--- config.mk ---
export PLATFORM = sky130hd
export DESIGN_NAME = timer_dev
export DESIGN_NICKNAME = d
export VERILOG_FILES = /design/src/rtl/timer_dev.sv
export SDC_FILE = /design/constraint.sdc
export NUM_CORES = 1
export LEC_CHECK = 0
export CAP_MARGIN = 30
export CORE_MARGIN = 3
export CORE_UTILIZATION = 45
export DETAILED_ROUTE_END_ITERATION = 16
export PLACE_DENSITY = 0.77
export SYNTH_ARGS = -nofsm -noshare
export SYNTH_HDL_FRONTEND = slang
export SYNTH_SLANG_ARGS = --single-unit
--- constraint.sdc ---
create_clock -name clk -period 2.2 [get_ports clk]
set_input_delay 0.55 -clock clk [delete_from_list [all_inputs] [get_ports clk]]
set_output_delay 0.55 -clock clk [all_outputs]
set_load 0.1 [all_outputs]
--- src/rtl/timer_dev.sv ---
// Memory-mapped countdown timer with one-shot and auto-reload interrupt modes.
// Optional CTRL prescaler field is enabled by defining TIMER_PRESCALE_EN.
module timer_dev #(
    parameter int PSC_W = 8
) (
    input  logic        clk,
    input  logic        reset,
    input  logic [1:0]  Addr,
    input  logic        WE,
    input  logic [31:0] Din,
    output logic [31:0] Dout,
    output logic        IRQ
);

    typedef enum logic [1:0] {
        IDLE = 2'd0,
        LOAD = 2'd1,
        CNT  = 2'd2,
        INT  = 2'd3
    } stateT;

    stateT       state;
    stateT       nextState;
    logic        en;
    logic [1:0]  mode;
    logic        im;
    logic [31:0] preset;
    logic [31:0] count;
    logic        pend;
    logic        ctrlWr;
    logic        presetWr;
    logic        modeAuto;
    logic        cntDone;
    logic        decTick;
    logic        setPend;
    logic        clrEn;
    logic [31:0] ctrlRd;
    logic        unusedDin;

    assign ctrlWr   = WE && (Addr == 2'b00);
    assign presetWr = WE && (Addr == 2'b01);
    assign modeAuto = (mode == 2'b01);
    assign cntDone  = (count <= 32'd1);
    assign unusedDin = ^Din[31:4];

`ifdef TIMER_PRESCALE_EN
    logic [PSC_W-1:0] psc;
    logic [PSC_W-1:0] pscCnt;

    always_ff @(posedge clk or negedge reset) begin
        if (!reset) begin
            psc    <= '0;
            pscCnt <= '0;
        end else begin
            if (ctrlWr)
                psc <= Din[8 +: PSC_W];
            if (state == LOAD)
                pscCnt <= '0;
            else if (state == CNT && en)
                pscCnt <= decTick ? '0 : pscCnt + 1'b1;
        end
    end

    assign decTick = (pscCnt == psc);

    always_comb begin
        ctrlRd = '0;
        ctrlRd[3:0] = {im, mode, en};
        ctrlRd[8 +: PSC_W] = psc;
    end
`else
    localparam int unusedPscW = PSC_W;

    assign decTick = 1'b1;
    assign ctrlRd  = {28'd0, im, mode, en};
`endif

    always_ff @(posedge clk or negedge reset) begin
        if (!reset)
            state <= IDLE;
        else
            state <= nextState;
    end

    always_comb begin
        nextState = state;
        unique case (state)
            IDLE: if (en) nextState = LOAD;
            LOAD: nextState = CNT;
            CNT: begin
                if (!en)
                    nextState = IDLE;
                else if (cntDone)
                    nextState = INT;
            end
            INT: nextState = modeAuto ? LOAD : IDLE;
            default: nextState = IDLE;
        endcase
    end

    always_comb begin
        setPend = (state == CNT) && en && cntDone && !modeAuto;
        clrEn   = (state == INT) && !modeAuto;
        IRQ     = im && (modeAuto ? (state == INT) : pend);
    end

    // Software writes win over the FSM's EN clear; FSM PEND set wins over write clear.
    always_ff @(posedge clk or negedge reset) begin
        if (!reset) begin
            en     <= 1'b0;
            mode   <= 2'b00;
            im     <= 1'b0;
            preset <= '0;
            count  <= '0;
            pend   <= 1'b0;
        end else begin
            if (ctrlWr) begin
                en   <= Din[0];
                mode <= Din[2:1];
                im   <= Din[3];
            end else if (clrEn) begin
                en <= 1'b0;
            end
            if (presetWr)
                preset <= Din;
            if (state == LOAD)
                count <= preset;
            else if (state == CNT && en) begin
                if (!cntDone) begin
                    if (decTick)
                        count <= count - 32'd1;
                end else begin
                    count <= '0;
                end
            end
            if (setPend)
                pend <= 1'b1;
            else if (ctrlWr || presetWr)
                pend <= 1'b0;
        end
    end

    always_comb begin
        case (Addr)
            2'b00:   Dout = ctrlRd;
            2'b01:   Dout = preset;
            2'b10:   Dout = count;
            default: Dout = '0;
        endcase
    end

endmodule
# After elaboration in Yosys (flattened, before gate mapping)
# Cells that the tools add are included.
dict set report classes {
  magnitude_cmp 1
  add_sub_neg 1
  n_mux 14
  n_reduce_logical 15
  eq_ne 8
}
# op count
set op_table {}
lappend op_table {{$mux W32} 3}
lappend op_table {{$pmux W32 S3} 1}
lappend op_table {{$le A32 B1 Y1 const B} 1}
lappend op_table {{$sub A32 B1 Y32 const B} 1}
lappend op_table {{$pmux W2 S4} 1}
lappend op_table {{$logic_and A1 B1 Y1} 7}
lappend op_table {{$eq A2 B1 Y1 const B} 3}
lappend op_table {{$eq A2 B2 Y1 const B} 3}
lappend op_table {{$mux W1} 6}
lappend op_table {{$mux W2} 3}
lappend op_table {{$reduce_bool A2 Y1} 3}
lappend op_table {{$logic_not A2 Y1} 2}
lappend op_table {{$ne A3 B3 Y1 const B} 1}
lappend op_table {{$ne A2 B2 Y1 const B} 1}
lappend op_table {{$reduce_and A2 Y1} 1}
lappend op_table {{$logic_not A1 Y1} 1}
lappend op_table {{$logic_or A1 B1 Y1} 1}
dict set report totals {
  out_inout_bits 33
  regBits 71
  input_bits 37
}

# Depth between registers and ports, before layout
dict set report logic_depth {
  depth_word 5
  depth_mapped 9
}

# Least setup slack after synthesis
# No wires, ideal clock.
dict set report synth_path {
  kind {in2out}
  start {input port Addr[1]}
  end {output port Dout[0]}
  slack_ns -1.374
  path_buffers 1
  t_arrival_ns 3.024
  cell_stages 3
  cell_sequence {clkbuf_1 mux2i_1 o21ai_0}
}
dict set report synth_between {
  elab_chain_len 2
  word_cells_on_any_way 4
  cone_classes {2 x eq/ne; 1 x mux; 1 x reduce/logical}
}
# item line_no
set synth_rtl {}
lappend synth_rtl {{from (decl)} 8} ;# input logic [1:0] Addr,
lappend synth_rtl {{$eq A2 B2 Y1 (tied with other cells)} 144} ;# case (Addr)
lappend synth_rtl {{$pmux W32 S3 (*)} 144}
lappend synth_rtl {{to (decl)} 11} ;# output logic [31:0] Dout,
# Every way passes the cells marked *; elsewhere a longest branch is shown, timed or not.

# Worst setup path after layout
dict set report layout_path {
  start {input port Addr[1]}
  end {output port Dout[29]}
}
# Same word-level chain as after synthesis.

==> flow_metrics.py <==
metrics = {
    "status": {
        "run_status": "complete, no violations",
    },
    "placed_design": {
        "portBuffers": 69,
        "pre_cts_slack_ns": -0.294,
        "place_hpwl_um": 7840,
        "post_dp_cell_area_sq_um": 5680,
        "gp_congestion": 0.922,
        "dp.cells": 593,
    },
    "global_route": {
        "grt_pass1_wl_um": 19800,
        "antenna_found_initial": 0,
        "grt_overflow": 0,
        "grt_pass1_vias": 3984,
        "grt_start_max_net_pins": 72,
        "grt_util_all_layers_pct": 25.2,
    },
    "final_layout": {
        "syn_to_final_growth_pct": 57.1,
        "final_common_cell": "dfrtp_1",
        "fill_cells": 545,
        "final_cell_mix": "dfrtp_1, buf_4, buf_12",
        "stdcell_count": 624,
        "nNetsFinal": 554,
        "final_area_sq_um": 6150,
        "antenna_cells": 0,
        "drive_gt1_share_pct": 42.2,
    },
    "floorplan": {
        "core_sq_um": 8340,
        "fp.dieH_um": 99.3,
        "start_util_pct": 47.0,
        "die_x_um": 99.3,
        "io_pins": 70,
        "dieArea_sq_um": 9860,
        "rows": 33,
    },
    "worst_setup_path": {
        "reg2reg_from": "count[6]",
        "reg2reg_to": "count[18]",
        "path_cells": "clkdlybuf4s15_2 -> nor2b_4 -> buf_6 -> buf_16 -> buf_12 -> a22o_4 -> buf_12",
        "crit_arrival_ns": 1.62,
        "reg2reg_depth": 9,
        "regToRegSetupSlack_ns": 0.05,
        "worst-path-max-fanout": 8,
        "path_buf_inv": 5,
        "crit_family": "buffers and inverters",
        "critPathSlowestCell": "clkdlybuf4s15_2",
        "worstPathRequired_ns": 1.65,
        "end_kind": "primary output",
        "path_class": "primary input to primary output",
        "critPathLaunchType": "primary input",
        "cpPeakStageDelay_ns": 0.21,
        "critPathMostFrequentCell": "buf_12",
    },
    "timing": {
        "slew_headroom_pct": 47.1,
        "timing.final.ws_setup_ns": 0.0332,
        "rsz0062_at_grt": "true",
        "fmax_ghz": 0.462,
        "drv_slew": 0,
        "post-route-period-util_pct": 98.5,
        "skew_ns": 0.00690,
        "fin_crit_ns": 2.17,
        "worst_slew_pin_slew_ns": 0.794,
        "hold_viol_final": 0,
        "final-setup-viol-count": 0,
    },
    "power_and_ir_drop": {
        "cellPowerDensity_nw_per_um2": 1170,
        "leakagePower_nw": 2.59,
        "peakVddDrop_mv": 0.694,
    },
    "clocking": {
        "clock_path_buffers": 2,
        "cts.sinks": 71,
        "cts_buffers": 9,
        "htreeDepth": 3,
        "clk_pin_slew_ns": 0.07,
        "cts_tree": "yes",
        "clock_tree.root_cell": "clkbuf_8",
        "hold_buffers": 0,
        "clk_latency_ns": 0.37,
    },
    "detailed_routing": {
        "wl_per_cell_um": 20.2,
        "first_pass_iters": 5,
        "drcViolationCount": 0,
        "postRouteAntennaNets": 0,
        "post_drt_via_cell_ratio": 6.33,
        "wirelength_um": 12600,
        "drtIter0Drc": 289,
        "num_vias": 3949,
    },
    "yosys": {
        "synth_cell_types": 51,
        "synth_cells": 385,
        "ys_async_sr_fraction_pct": 100,
        "avgSynthCellArea_sq_um": 10.2,
        "synth_nets": 424,
        "synth_edf_count": 0,
        "ys_seq_elements": 71,
        "synth_warnings": 0,
        "synth_top_flop_cell": "dfrtp_1",
        "seq_area_frac_synth_pct": 45.4,
        "syn-cell-area_sq_um": 3920,
    },
    "hold_path": {
        "hp-class": "primary input to asynchronous set/reset pin",
    },
    "job": {
        "maxCapViolCount": 0,
    },
}
repair_timing:
item | in CTS | in global routing
setup buffers | 5 | 9
pin swaps | 0 | 8
gates resized for setup | 13 | 20
gates cloned | 2 | 0
setup endpoints to repair | 32 | 25
through the flow:
step | setup TNS [ns] | util (%) | power, mW | hold slack (ns)
4_1_cts | 0 | 72.2 | 6.97 | 0.215
3_3_place_gp | -9.94 | 67.9 | 5.63 | 0.491
2_1_floorplan | -1.84 | - | 4.27 | 0.254
5_1_grt | -0.0914 | 73.8 | 7.47 | 0.220
6_report | 0 | 73.8 | 7.17 | 0.197
3_5_place_dp | -9.79 | 68.1 | 5.75 | 0.516
logic make-up (layout without fill, tap and decap cells):
kind of cell               Yosys count  after routing  synth area share (%)
buffers and inverters               32            166                  3.58
adders and majority gates            2              2                 0.639
DFF                                 71             71                  45.4
xor gates and xnor gates             2              2                 0.447
AOI/OAI and AO/OA                  113            113                  20.5
muxes                               40             40                  11.3
and+or+nand+nor                    125            125                  18.1
power breakdown:
group	leakage, nW	total, mW	switching, mW	internal [mW]
logic	1.63	3.90	2.20	1.70
clock network	0.109	1.17	0.510	0.660
registers	0.849	2.11	0.398	1.71
layer usage:
layer	vias to the layer above	GRT usage (%)	share of wire [%]
li1	1728	-	-
met1	1951	31.8	39
met2	218	42.7	50
met3	52	4.77	7.2
met4	0	10.2	4.0
met5	-	0	0
worst max path at each step:
stage / from / to / slack [ns] / depth (start not counted)
floorplan: Addr[1] / Dout[11] / -0.16 / 5
global placement: Addr[1] / Dout[23] / -0.26 / 5
detailed placement: Addr[0] / Dout[1] / -0.29 / 6
CTS: count[0] / count[23] / 0.0009 / 8
global route: count[19] / count[27] / -0.04 / 7
finish: Addr[1] / Dout[29] / 0.03 / 7
cells in the mapped netlist (6+ instances only):
cell type,n,area (sq um)
mux2_2,35,394
a22o_1,29,254
nor3_1,10,50.1
o211ai_1,6,45.0
a22oi_1,8,60.1
a21oi_1,16,80.1
clkbuf_1,19,71.3
nor2_1,18,67.6
o21ai_0,25,125
nand3_1,20,100
dfrtp_1,71,1780
nand2_1,32,120
nand2b_1,6,37.5
layout make-up:
| class | instances | area, sq um | share of cell area (%) |
|---|---|---|---|
| Multi-Input combinational cell | 282 | 2280 | 37.0 |
| Sequential cell | 71 | 1780 | 28.9 |
| Timing Repair Buffer | 146 | 1740 | 28.2 |
| Clock buffer | 11 | 141 | 2.30 |
| Tap cell | 105 | 131 | 2.13 |
| Clock inverter | 4 | 70.1 | 1.14 |
| Inverter | 5 | 18.8 | 0.305 |
registers in the layout (all words and copies together) (netlist names):
name,cells
state,2
pend,1
mode,2
en,1
im,1
preset,32
count,32
No activity file was read; power rests on OpenSTA's default activity.
